$ cat config.mk
export PLATFORM = sky130hd
export DESIGN_NAME = mux16_serializer
export DESIGN_NICKNAME = d
export VERILOG_FILES = /design/src/rtl/mux16_serializer.sv
export SDC_FILE = /design/constraint.sdc
export NUM_CORES = 1
export LEC_CHECK = 0
export ABC_AREA = 1
export BUFFER_PORTS_ARGS = -buffer_cell sky130_fd_sc_hd__buf_4
export CAP_MARGIN = 20
export CORE_MARGIN = 3
export CORE_UTILIZATION = 35
export CTS_CLUSTER_DIAMETER = 40
export CTS_CLUSTER_SIZE = 40
export DETAILED_ROUTE_END_ITERATION = 10
export GPL_ROUTABILITY_DRIVEN = 0
export PLACE_DENSITY = 0.62
export SLEW_MARGIN = 20
export SYNTH_ARGS = -nofsm -noshare
export SYNTH_HDL_FRONTEND = slang
export SYNTH_SLANG_ARGS = --single-unit
$ cat constraint.sdc
create_clock -name clk -period 1.5 [get_ports clk]
set_clock_uncertainty 0.2 [all_clocks]
set_input_delay 0.45 -clock clk [delete_from_list [all_inputs] [get_ports clk]]
set_output_delay 0.45 -clock clk [all_outputs]
set_load 0.02 [all_outputs]
$ cat src/rtl/mux16_serializer.sv
// 16-bit word serializer driving an external 16:1 mux.
// Holds the word on mux_d and walks mux_s one bit per accepted beat.
module mux16_serializer #(
  parameter bit LSB_FIRST = 1'b1
) (
  input  logic        clk,
  input  logic        rst_n,
  input  logic        load_valid,
  output logic        load_ready,
  input  logic [15:0] load_data,
  output logic [15:0] mux_d,
  output logic [3:0]  mux_s,
  input  logic        mux_y,
  output logic        ser_valid,
  input  logic        ser_ready,
  output logic        ser_bit,
  output logic        ser_last,
  output logic        word_done,
  output logic [7:0]  word_cnt
);

  localparam logic [3:0] START = LSB_FIRST ? 4'd0 : 4'd15;
  localparam logic [3:0] END   = LSB_FIRST ? 4'd15 : 4'd0;

  typedef enum logic {
    IDLE,
    SEND
  } state_e;

  state_e      state_q, state_d;
  logic [15:0] mux_d_q, mux_d_d;
  logic [3:0]  mux_s_q, mux_s_d;
  logic        done_q, done_d;
  logic [7:0]  cnt_q, cnt_d;

  logic at_end;
  logic beat;
  logic last_beat;
  logic load_acc;

  assign at_end    = (mux_s_q == END);
  assign beat      = ser_valid & ser_ready;
  assign last_beat = beat & at_end;
  assign load_acc  = load_valid & load_ready;

  assign mux_d     = mux_d_q;
  assign mux_s     = mux_s_q;
  assign ser_bit   = mux_y;
  assign word_done = done_q;
  assign word_cnt  = cnt_q;

  // Handshake outputs: ready in IDLE, or on a last beat so words chain.
  always_comb begin
    ser_valid  = 1'b0;
    ser_last   = 1'b0;
    load_ready = 1'b1;
    if (state_q == SEND) begin
      ser_valid  = 1'b1;
      ser_last   = at_end;
      load_ready = at_end & ser_ready;
    end
  end

  // Next-state: load, step the select, and close out words.
  always_comb begin
    state_d = state_q;
    mux_d_d = mux_d_q;
    mux_s_d = mux_s_q;
    done_d  = last_beat;
    cnt_d   = last_beat ? cnt_q + 8'd1 : cnt_q;
    unique case (state_q)
      IDLE: begin
        mux_s_d = START;
        if (load_acc) begin
          mux_d_d = load_data;
          state_d = SEND;
        end
      end
      SEND: begin
        if (beat) begin
          if (!at_end) begin
            mux_s_d = LSB_FIRST ? mux_s_q + 4'd1
                                : mux_s_q - 4'd1;
          end else begin
            mux_s_d = START;
            if (load_acc) begin
              mux_d_d = load_data;
            end else begin
              state_d = IDLE;
            end
          end
        end
      end
      default: state_d = IDLE;
    endcase
  end

  // State registers; reset drops any partial word.
  always_ff @(posedge clk or negedge rst_n) begin
    if (!rst_n) begin
      state_q <= IDLE;
      mux_d_q <= 16'h0000;
      mux_s_q <= START;
      done_q  <= 1'b0;
      cnt_q   <= 8'd0;
    end else begin
      state_q <= state_d;
      mux_d_q <= mux_d_d;
      mux_s_q <= mux_s_d;
      done_q  <= done_d;
      cnt_q   <= cnt_d;
    end
  end

endmodule
==> results.yml <==
cells_and_area:
  syn_to_final_growth_pct: 60.3
  multiInputGateArea_um2: 653
  nNetsFinal: 265
  antennaDiodeCount: 0
  fill_cells: 333
  regArea_um2: 757
  drive_gt1_frac: 0.465
clocking:
  clk_latency_ns: 0.28
  cts.sinks: 30
  cts_tree: "yes"
  cts_buffers: 5
  htree_levels: 2
  clockRootBuffer: "clkbuf_8"
  clkTransAtPathRegs_ns: 0.06
  clock_path_buffers: 2
yosys:
  synth_top_cell_by_area: "dfrtp_1"
  ys_warn_count: 0
  synth_top_family_by_area: "simple AND/OR/NAND/NOR gates"
  ys_types: 23
  syn_area_um2: 1430
  ys.flop_type: "dfrtp_1"
  synth.yosys.seq_area_share: 0.525
  yosysMostFrequentCell: "nand2_1"
  synth-adder-area-share: 0.0175
  synth.area.top_cells: "dfrtp_1 53%, nand2_1 16%, nand4_1 7.9%, nor2_1 2.6%, inv_1 2.4%"
  ys_seq_elements: 30
  synth_common_cells: "62 x nand2_1, 30 x dfrtp_1, 18 x nand4_1, 10 x nor2_1, 9 x inv_1"
  syn_nets: 185
  synthSimpleGateAreaFrac: 0.349
  synth.avg_cell_area_um2: 8.82
  synth_compound_area_frac: 0.0175
  synthMuxAreaShare: 0
  synthCells: 162
  yosys.area_share.xor_xnor: 0.0175
  ys_async_sr_fraction: 1.00
  synth-edff-count: 0
  yosys.area.top_type_share: 0.525
grt:
  grt_pass1_wl_um: 6480
  overflow: 0
  antenna_found_initial: 0
  grt_usage: 0.166
  grt_max_degree: 31
  grt_pass1_vias: 1428
floorplanning:
  die_w_um: 69.9
  coreArea_um2: 3800
  start_util: 0.376
  rows: 22
  die_h_um: 69.9
  dieArea_um2: 4890
  io_pins: 54
route:
  drtIter0Drc: 78
  drc_errors: 0
  first_pass_iters: 5
  ant_nets: 0
  wl_per_cell_um: 13.2
  vias: 1407
  avgViaCountPerCell: 4.84
  wirelength_um: 3840
critical_path:
  r2r_cells: 9
  regToRegSetupSlack_ns: -0.15
  crit_arrival_ns: 1.26
  crit_chain: "ha_4 > nand3_4 > nand2_4 > nand2_4 > inv_4 > buf_6"
  r2r_start: "mux_s[1]$_DFFE_PN0N_"
  critical_path.slowest_cell: "dfrtp_2"
  cp.required_ns: 0.85
  reg2reg_to: "word_cnt[5]$_DFFE_PN0P_"
  cp-end-kind: "primary output"
  critPathMostFrequentCell: "nand2_4"
  cp-start-kind: "flop"
  path_class: "reg -> out"
  cpPeakStageDelay_ns: 0.43
  path_max_fanout: 2
placement:
  dpl.hpwl_um: 2590
  dp_slack_ns: -0.148
  portBuffers: 51
hold_path:
  min_from: "load_data[8]"
  min_to: "mux_d[8]$_DFFE_PN0P_"
  min_path_type: "in -> reg"
  hold_depth: 3
timing:
  rsz0062_at_grt: "yes"
  fin_crit_sh: 1.27
  finalSetupViolations: 33
  setup_tns_ns: -3.96
  hold_violations: 0
  max_freq_mhz: 525
  setup_ws_ns: -0.407
  slew_headroom: 0.744
  tightest_slew_ns: 0.385
  final.min_clock_period_ns: 1.91
  final-max-slew-violation-count: 0
status:
  violations: "setup timing"
  status: "finished, violations left"
flow_run:
  drv_cap: 0
pwr:
  power_leakage_nw: 1.20
  p_per_area_nw_per_um2: 1830
  peakVddDrop_mv: 0.848
[per-layer routing]
metal  GRT usage  part of all wire
met5           0                 0
met3      0.0417             0.056
met1       0.202              0.41
met4      0.0702             0.024
met2       0.277              0.51
[worst max path at each step]
stage | start | endpoint | slack [ns]
after floorplan | mux_s[0]$_DFFE_PN0N_ | load_ready | -0.14
after global placement | mux_s[1]$_DFFE_PN0N_ | load_ready | -0.09
after detailed placement | mux_s[1]$_DFFE_PN0N_ | mux_d[10]$_DFFE_PN0P_ | -0.15
after CTS | mux_s[0]$_DFFE_PN0N_ | load_ready | -0.42
after global routing | mux_s[1]$_DFFE_PN0N_ | load_ready | -0.44
final | mux_s[1]$_DFFE_PN0N_ | load_ready | -0.41
[sequential cells by signal, indices dropped and copies added (netlist names)]
register / count
state_q: 1
word_cnt: 8
word_done: 1
mux_d: 16
mux_s: 4
[cell type report]
cell class,instances,area share
clock buffer,7,0.0377
clock inverter,1,0.00218
inverter,10,0.0175
multi-input combinational,115,0.285
sequential,30,0.330
tap,48,0.0262
timing repair buffer,80,0.301
[worst max-delay path: cells and delay by family (launching register included)]
kind	cells	cell delay [ns]
buffers and inverters	2	0.15
DFF	1	0.43
and+or+nand+nor	3	0.20
adders and majority gates	1	0.18
[logic make-up (layout without fill, tap and decap cells)]
family          Yosys count  count (layout)
simple gates            105             106
compound gates            5               5
fa+ha+maj                 2               2
xor+xnor                  2               2
buf+inv                  18              98
flops                    30              30
[placed cells by master, fill, tap and decap left out, types with 5 or more instances in the layout]
cell | netlist | routed
dfrtp_1 | 30 | 25
inv_1 | 9 | 7
dfrtp_2 | 0 | 5
nand4_1 | 18 | 18
buf_6 | 2 | 23
buf_4 | 2 | 56
nand2_1 | 62 | 56
nor2_1 | 10 | 9
nand2_2 | 3 | 7
clkbuf_8 | 0 | 6
[timing repair]
action,CTS,global route
cloned,1,0
pin swaps,11,6
setup buffers,16,5
hold endpoints to repair,30,0
hold buffers,1,0
gates resized for setup,23,18
endpoints found under the setup margin,39,45
[through the flow]
| step | cells | hold WS [ns] | area, um^2 | power [mW] | utilization |
|---|---|---|---|---|---|
| 2_1_floorplan | 162 | -0.0456 | 1470 | 2.29 | - |
| 3_3_place_gp | 264 | 0.201 | 1920 | 3.04 | 0.506 |
| 3_5_place_dp | 264 | 0.200 | 1920 | 3.11 | 0.506 |
| 4_1_cts | 289 | 0.220 | 2220 | 4.09 | 0.585 |
| 5_1_grt | 291 | 0.231 | 2290 | 4.46 | 0.603 |
| 6_report | 291 | 0.226 | 2290 | 4.18 | 0.603 |
[report_power, final]
| group | total [mW] | leakage [nW] | internal, mW | switching [mW] |
|---|---|---|---|---|
| Clock | 0.659 | 0.0482 | 0.369 | 0.290 |
| Sequential | 1.33 | 0.376 | 1.10 | 0.224 |
| Combinational | 2.20 | 0.780 | 1.07 | 1.13 |
(Power assumes the default switching activity.)
